===== src/rtl/demux_tdm_pkg.sv =====
// Shared definitions for the TDM multiplexer/demultiplexer pair:
// FSM state encodings and the default number of slots per frame.
package demux_tdm_pkg;

    localparam int CANAIS_DEFAULT = 4;

    typedef enum logic {
        HUNT   = 1'b0,
        LOCKED = 1'b1
    } tdm_state_e;

endpackage


===== src/rtl/demux_tdm_contador_slot.sv =====
// Slot counter modulo CANAIS with synchronous clear and load-to-1.
// Priority: rst_i, then clr_i, then load1_i, then en_i.
module contador_slot
    import demux_tdm_pkg::*;
#(
    parameter int CANAIS = CANAIS_DEFAULT
) (
    input  logic                      clk_i,
    input  logic                      rst_i,
    input  logic                      clr_i,
    input  logic                      load1_i,
    input  logic                      en_i,
    output logic [$clog2(CANAIS)-1:0] cnt_o
);

    localparam int SW = $clog2(CANAIS);
    localparam logic [SW-1:0] LAST = SW'(CANAIS - 1);

    logic [SW-1:0] cnt_q;
    logic [SW-1:0] cnt_d;

    always_comb begin
        cnt_d = cnt_q;
        if (clr_i) begin
            cnt_d = '0;
        end else if (load1_i) begin
            cnt_d = SW'(1);
        end else if (en_i) begin
            cnt_d = (cnt_q == LAST) ? '0 : cnt_q + SW'(1);
        end
    end

    always_ff @(posedge clk_i) begin
        if (rst_i) begin
            cnt_q <= '0;
        end else begin
            cnt_q <= cnt_d;
        end
    end

    assign cnt_o = cnt_q;

endmodule


===== src/rtl/demux_tdm.sv =====
// Serial TDM demultiplexer: locks on the slot-0 sync marker, collects one bit
// per slot and publishes the full frame word with a one-cycle valid pulse.
module demux_tdm
    import demux_tdm_pkg::*;
#(
    parameter int CANAIS = CANAIS_DEFAULT  // legal values: 2, 4, 8
) (
    input  logic                      clk,
    input  logic                      rst,
    input  logic                      din,
    input  logic                      sync,
    output logic [CANAIS-1:0]         Y,
    output logic                      valid,
    output logic [$clog2(CANAIS)-1:0] S,
    output logic                      err,
    output logic                      locked
);

    localparam int SW = $clog2(CANAIS);
    localparam logic [SW-1:0] LAST = SW'(CANAIS - 1);

    tdm_state_e        state_q;
    logic [CANAIS-2:0] buf_q;
    logic [CANAIS-2:0] buf_d;
    logic [CANAIS-1:0] y_q;
    logic              valid_q;
    logic              err_q;
    logic [SW-1:0]     slot;

    logic resync;
    logic lost;
    logic advance;
    logic frame_end;

    contador_slot #(
        .CANAIS (CANAIS)
    ) u_contador_slot (
        .clk_i   (clk),
        .rst_i   (rst),
        .clr_i   (lost),
        .load1_i (sync),
        .en_i    (advance),
        .cnt_o   (slot)
    );

    // Any sync starts a frame at slot 0; in HUNT the slot index is always 0.
    always_comb begin
        resync    = (state_q == LOCKED) && sync && (slot != '0);
        lost      = (state_q == LOCKED) && !sync && (slot == '0);
        advance   = (state_q == LOCKED) && !sync && (slot != '0);
        frame_end = advance && (slot == LAST);
    end

    // The last slot bit goes straight into Y, so the buffer holds CANAIS-1 bits.
    always_comb begin
        buf_d = buf_q;
        if (sync) begin
            buf_d    = '0;
            buf_d[0] = din;
        end else if (advance) begin
            for (int k = 1; k < CANAIS - 1; k++) begin
                if (slot == SW'(k)) begin
                    buf_d[k] = din;
                end
            end
        end
    end

    always_ff @(posedge clk) begin
        if (rst) begin
            state_q <= HUNT;
            buf_q   <= '0;
            y_q     <= '0;
            valid_q <= 1'b0;
            err_q   <= 1'b0;
        end else begin
            buf_q   <= buf_d;
            valid_q <= frame_end;
            err_q   <= resync || lost;
            if (frame_end) begin
                y_q <= {din, buf_q};
            end
            case (state_q)
                HUNT:    if (sync) state_q <= LOCKED;
                LOCKED:  if (lost) state_q <= HUNT;
                default: state_q <= HUNT;
            endcase
        end
    end

    assign Y      = y_q;
    assign valid  = valid_q;
    assign err    = err_q;
    assign S      = slot;
    assign locked = (state_q == LOCKED);

endmodule


===== config.mk =====
export PLATFORM = sky130hd
export DESIGN_NAME = demux_tdm
export DESIGN_NICKNAME = d
export VERILOG_FILES = /design/src/rtl/demux_tdm_pkg.sv /design/src/rtl/demux_tdm_contador_slot.sv /design/src/rtl/demux_tdm.sv
export SDC_FILE = /design/constraint.sdc
export NUM_CORES = 1
export LEC_CHECK = 0
export CAP_MARGIN = 5
export CORE_AREA = 2 2 41 43
export CTS_CLUSTER_DIAMETER = 120
export DETAILED_ROUTE_END_ITERATION = 6
export DIE_AREA = 0 0 43 45
export GPL_ROUTABILITY_DRIVEN = 0
export PLACE_DENSITY = 0.72
export SETUP_SLACK_MARGIN = 0.3
export SYNTH_ARGS = -nofsm -noshare
export SYNTH_HDL_FRONTEND = slang
export SYNTH_HIERARCHICAL = 1
export SYNTH_SLANG_ARGS = --single-unit

===== constraint.sdc =====
create_clock -name clk -period 1.9 [get_ports clk]
set_input_delay 0.285 -clock clk [delete_from_list [all_inputs] [get_ports clk]]
set_output_delay 0.285 -clock clk [all_outputs]
set_load 0.01 [all_outputs]

# Word-level counts from Yosys, hierarchy flattened
# Cells that the tools add are included.
[totals] wordCells=36 out_inout_bits=9 mem_bits_ro=0 latch_bits=0 ram_bits=0 n_memories=0 reg_bits=12
[classes] div=0 addsub=1 mul=0 reduce_logical=16 mux=6 n_eq_ne=3 shifts=0 magnitude_cmp=0 n_bitwise=1
[op_table] cell="logical AND 1 bit" count=6
[op_table] cell="== test 2 bit (second input constant)" count=2
[op_table] cell="two-way mux 1 bit" count=4
[op_table] cell="AND reduction 2 bit" count=2
[op_table] cell="nonzero test 2 bit" count=2
[op_table] cell="OR reduction 2 bit" count=2
[op_table] cell="OR reduction 3 bit" count=1
[op_table] cell="adder 2 x 1 -> 2 bit (second input constant)" count=1
[op_table] cell="== test 2 x 1 -> 1 bit (second input constant)" count=1
[op_table] cell="zero test 2 bit" count=1
[op_table] cell="two-way mux 2 bit" count=1
[op_table] cell="case mux 1 bit (2 select lines)" count=1
[op_table] cell="zero test 1 bit" count=1
[op_table] cell="logical OR 1 bit" count=1
[op_table] cell="inverter 1 bit" count=1

# Depth between registers and ports, before layout
[depth] word_depth=5 ltp_mapped=5

# Modules after synthesis
# Netlist, hierarchy kept.
[modules_own_cells] mod="demux_tdm" instances=1 cells_each=47 area_each_um2=467.9
[modules_own_cells] mod="contador_slot" instances=1 cells_each=9 area_each_um2=95.1

# Worst setup path before layout
# OpenSTA, ideal clock, no wires.
[synth_timing] kind="flip-flop to flip-flop" from="reg u_contador_slot.cnt_q[0], in the netlist u_contador_slot/cnt_o[0]" to="reg u_contador_slot.cnt_q[0], in the netlist u_contador_slot/cnt_o[0]" setup_ns=0.120 t_required_ns=1.780 arrival_ns=1.007 path_stages_with_launch=5 setup_slack_ns=0.773 cell_sequence="dfxtp_1 > nor2_1 > nor2_1 > nor2b_1 > o31a_1"
[synth_between] word_cells_on_any_way=11 cone_classes="add/sub (1); eq/ne (1); mux (3); reduce/logical (6)"
[synth_rtl] element="start: declaration" line_no="demux_tdm_contador_slot.sv:19" source="logic [SW-1:0] cnt_q;"
[synth_rtl] element="start signal: assignment" line_no="demux_tdm_contador_slot.sv:37" source="cnt_q <= cnt_d;"
[synth_rtl] element="nonzero test 2 bit" line_no="demux_tdm.sv:50" source="advance = (state_q == LOCKED) && !sync && (slot != '0);"
[synth_rtl] element="logical AND 1 bit" line_no="demux_tdm.sv:50"
[synth_rtl] element="net advance" line_no="demux_tdm.sv:32" source="logic advance;"
[synth_rtl] element="nonzero test 2 bit (no line)"
# The timed path passes the listed nets, and every way through them passes these cells. The select of a mux whose other input is x is not followed.
# A chain may end at the register's enable or synchronous reset.

# Final worst setup path
[layout_timing] from="reg u_contador_slot.cnt_q[0], in the netlist u_contador_slot/cnt_o[0]" to="out S[0]"
[layout_rtl] element="end: declaration" line_no="demux_tdm.sv:14" source="output logic [$clog2(CANAIS)-1:0] S,"
# No word-level cell between the ends.

==> metrics.cfg <==
[run_status]
outcome = finished, final reports clean

[drt]
wire_per_inst_um = 11.6
drc = 0
ant_nets = 0
vias_per_cell = 4.89
totalWireLength_um = 1010
drt_first_pass_iters = 2
drt-initial-drc-count = 1
via_count = 425

[sta]
tns_ps = 0
final_hold_viol_count = 0
fin_crit_ps = 1560
skew_ps = 1.90
rsz0062_at_grt = no
max_freq_ghz = 0.642
relSlewSlack_pct = 78.0
drv_slew = 0
period_share_pct = 81.9
setup_viol = 0
tightest_slew_ps = 329

[floorplanning]
rows = 14
start_util_pct = 38.3
die_y_um = 45
die_width_um = 43
coreArea_mm2 = 0.00147
die-area_mm2 = 0.00194
io_pins = 13

[synth]
yosysWarnings = 6
synthTopCellsByArea = dfxtp_1 (43%), mux2i_1 (14%), nand2b_1 (11%), or3b_1 (4.7%), buf_6 (4.0%)
synth-seq-area-share_pct = 42.7
syn_nets = 61
synthCells = 56
syn_area_um2 = 563
yosysTopAreaCell = dfxtp_1
syn_avg_cell_area_um2 = 10.1
synth_seq_cells = 12
synth_top_area_share_pct = 42.7
synth_cell_types = 20

[critical_path]
end_kind = primary output
slowest_delay_ps = 570
critPathTopFamily = buffers and inverters
cp_data_required_time_ps = 1620
worstSetupStartpointType = flop
slowest_stage = clkdlybuf4s50_1
reg2regPathDepth = 4
crit_arrival_ps = 1270
r2r_end = u_contador_slot/cnt_o[0]
r2r_start = locked
path_cells = clkdlybuf4s50_1
crit_type = flop to primary output
crit_fanout = 12
regToRegSetupSlack_ps = 710
path_buf_inv = 1

[job]
maxCapViolCount = 0

[cts]
cts_made_buffers = 3
cts-root-buf = clkbuf_4
cts_setup_buffers = 0
clkTransAtPathRegs_ps = 80
cts.path.max_buffers = 2
cts.sinks = 12
cts_tree = done
clk_latency_ps = 270
htree_levels = 1

[finish]
nets = 77
final_area_um2 = 731
final_common_cell = clkdlybuf4s50_1
syn_to_final_growth_pct = 29.8
layout_common_cells = clkdlybuf4s50_1 (12), dfxtp_1 (10), nand2b_1 (10)
num_antenna_cells = 0
fin_cells = 87
layout-drive-gt1-share_pct = 11.3
nFillCells = 143

[grt]
grt_overflow = 0
grt_max_degree = 13
grt_pass1_vias = 403
antenna_found_initial = 0
track_usage_pct = 12.2
grt_first_pass_wirelength_um = 1700

[hold_path]
hold_path_class = flop to flop
whs_endpoint = Y[0]
holdPathStages = 2
min_from = Y[0]

[placement]
hpwl_um = 709
port_buffers = 12
place_area_um2 = 692
placed_cells = 83

[power]
p_leak_nw = 0.272
max-vdd-ir-drop_mv = 0.337
power.density_mw_per_mm2 = 715

## worst max path at each step
stage | from | end | slack (ps) | cells after the start
6_report | u_contador_slot/cnt_o[0] | S[0] | 340 | 1
5_1_grt | locked | locked | 300 | 1
4_1_cts | locked | locked | 340 | 1
3_5_place_dp | sync | u_contador_slot/cnt_o[0] | 250 | 5
3_3_place_gp | sync | u_contador_slot/cnt_o[0] | 290 | 5
2_1_floorplan | u_contador_slot/cnt_o[0] | u_contador_slot/cnt_o[0] | 770 | 4
## synthesized netlist by cell type, drive strengths merged
cell type  instances
nor2               4
clkbuf             1
nand2b            10
and4b              1
nand3b             1
inv                1
nor4               1
or3                1
or3b               3
buf                2
nor2b              2
dfxtp             12
o31a               1
o21ai              2
nor3               1
and4bb             1
nor3b              1
mux2i              8
a21oi              2
ha                 1
## registers in the layout, indices dropped and copies added, names as in the netlist
signal / count
Y: 4
buf_q: 3
err: 1
locked: 1
u_contador_slot/cnt_o: 2
valid: 1
## area by class of cell
cell class	count	area [um2]	area share, %
tap	16	20.0	2.74
timing repair buffer	14	135	18.5
sequential	12	243	33.2
inverter	1	3.75	0.514
multi-input combinational	40	293	40.1
clock buffer	4	36.3	4.97
## report_power, final
part | internal, mW | total, mW | switching, mW
Sequential | 0.257 | 0.265 | 0.00805
Combinational | 0.0277 | 0.0473 | 0.0196
Clock | 0.116 | 0.210 | 0.0937
## layer usage
layer	GRT usage [%]	vias up	share of wire [%]
met1	14.8	194	49
met5	0	-	0
li1	-	222	-
met4	10.9	0	1.9
met2	19.4	7	47
met3	1.20	2	1.9
## logic make-up (layout without fill, tap and decap cells)
family                     after synthesis  after routing  synth area share (%)
AOI/OAI and AO/OA                        5              5                  5.11
adders and majority gates                1              1                  2.22
buffers and inverters                    4             19                  5.33
DFF                                     12             12                  42.7
muxes                                    8              8                  14.2
and+or+nand+nor                         26             26                  30.4
## worst reg2reg max path: stages, from the launching register on
cell and delay (ps):
dfxtp_1 430, nand2b_1 100, nor2_1 220, nor2b_1 90
o31a_1 240
## per-stage QoR
| stage | util (%) | total power [mW] | hold slack [ps] | setup slack, ps |
|---|---|---|---|---|
| 3_5_place_dp | 47.0 | 0.318 | 464 | 246 |
| 4_1_cts | 49.7 | 0.526 | 483 | 340 |
| 3_3_place_gp | 47.0 | 0.317 | 456 | 292 |
| 6_report | 49.7 | 0.523 | 483 | 343 |
| 5_1_grt | 49.7 | 0.544 | 497 | 301 |
| 2_1_floorplan | - | 0.296 | 361 | 773 |
## timing repair
action,CTS,global route
endpoints found under the setup margin,2,0
hold buffers,0,0
gates resized for setup,2,0
Power figures use the tool's default switching activity.
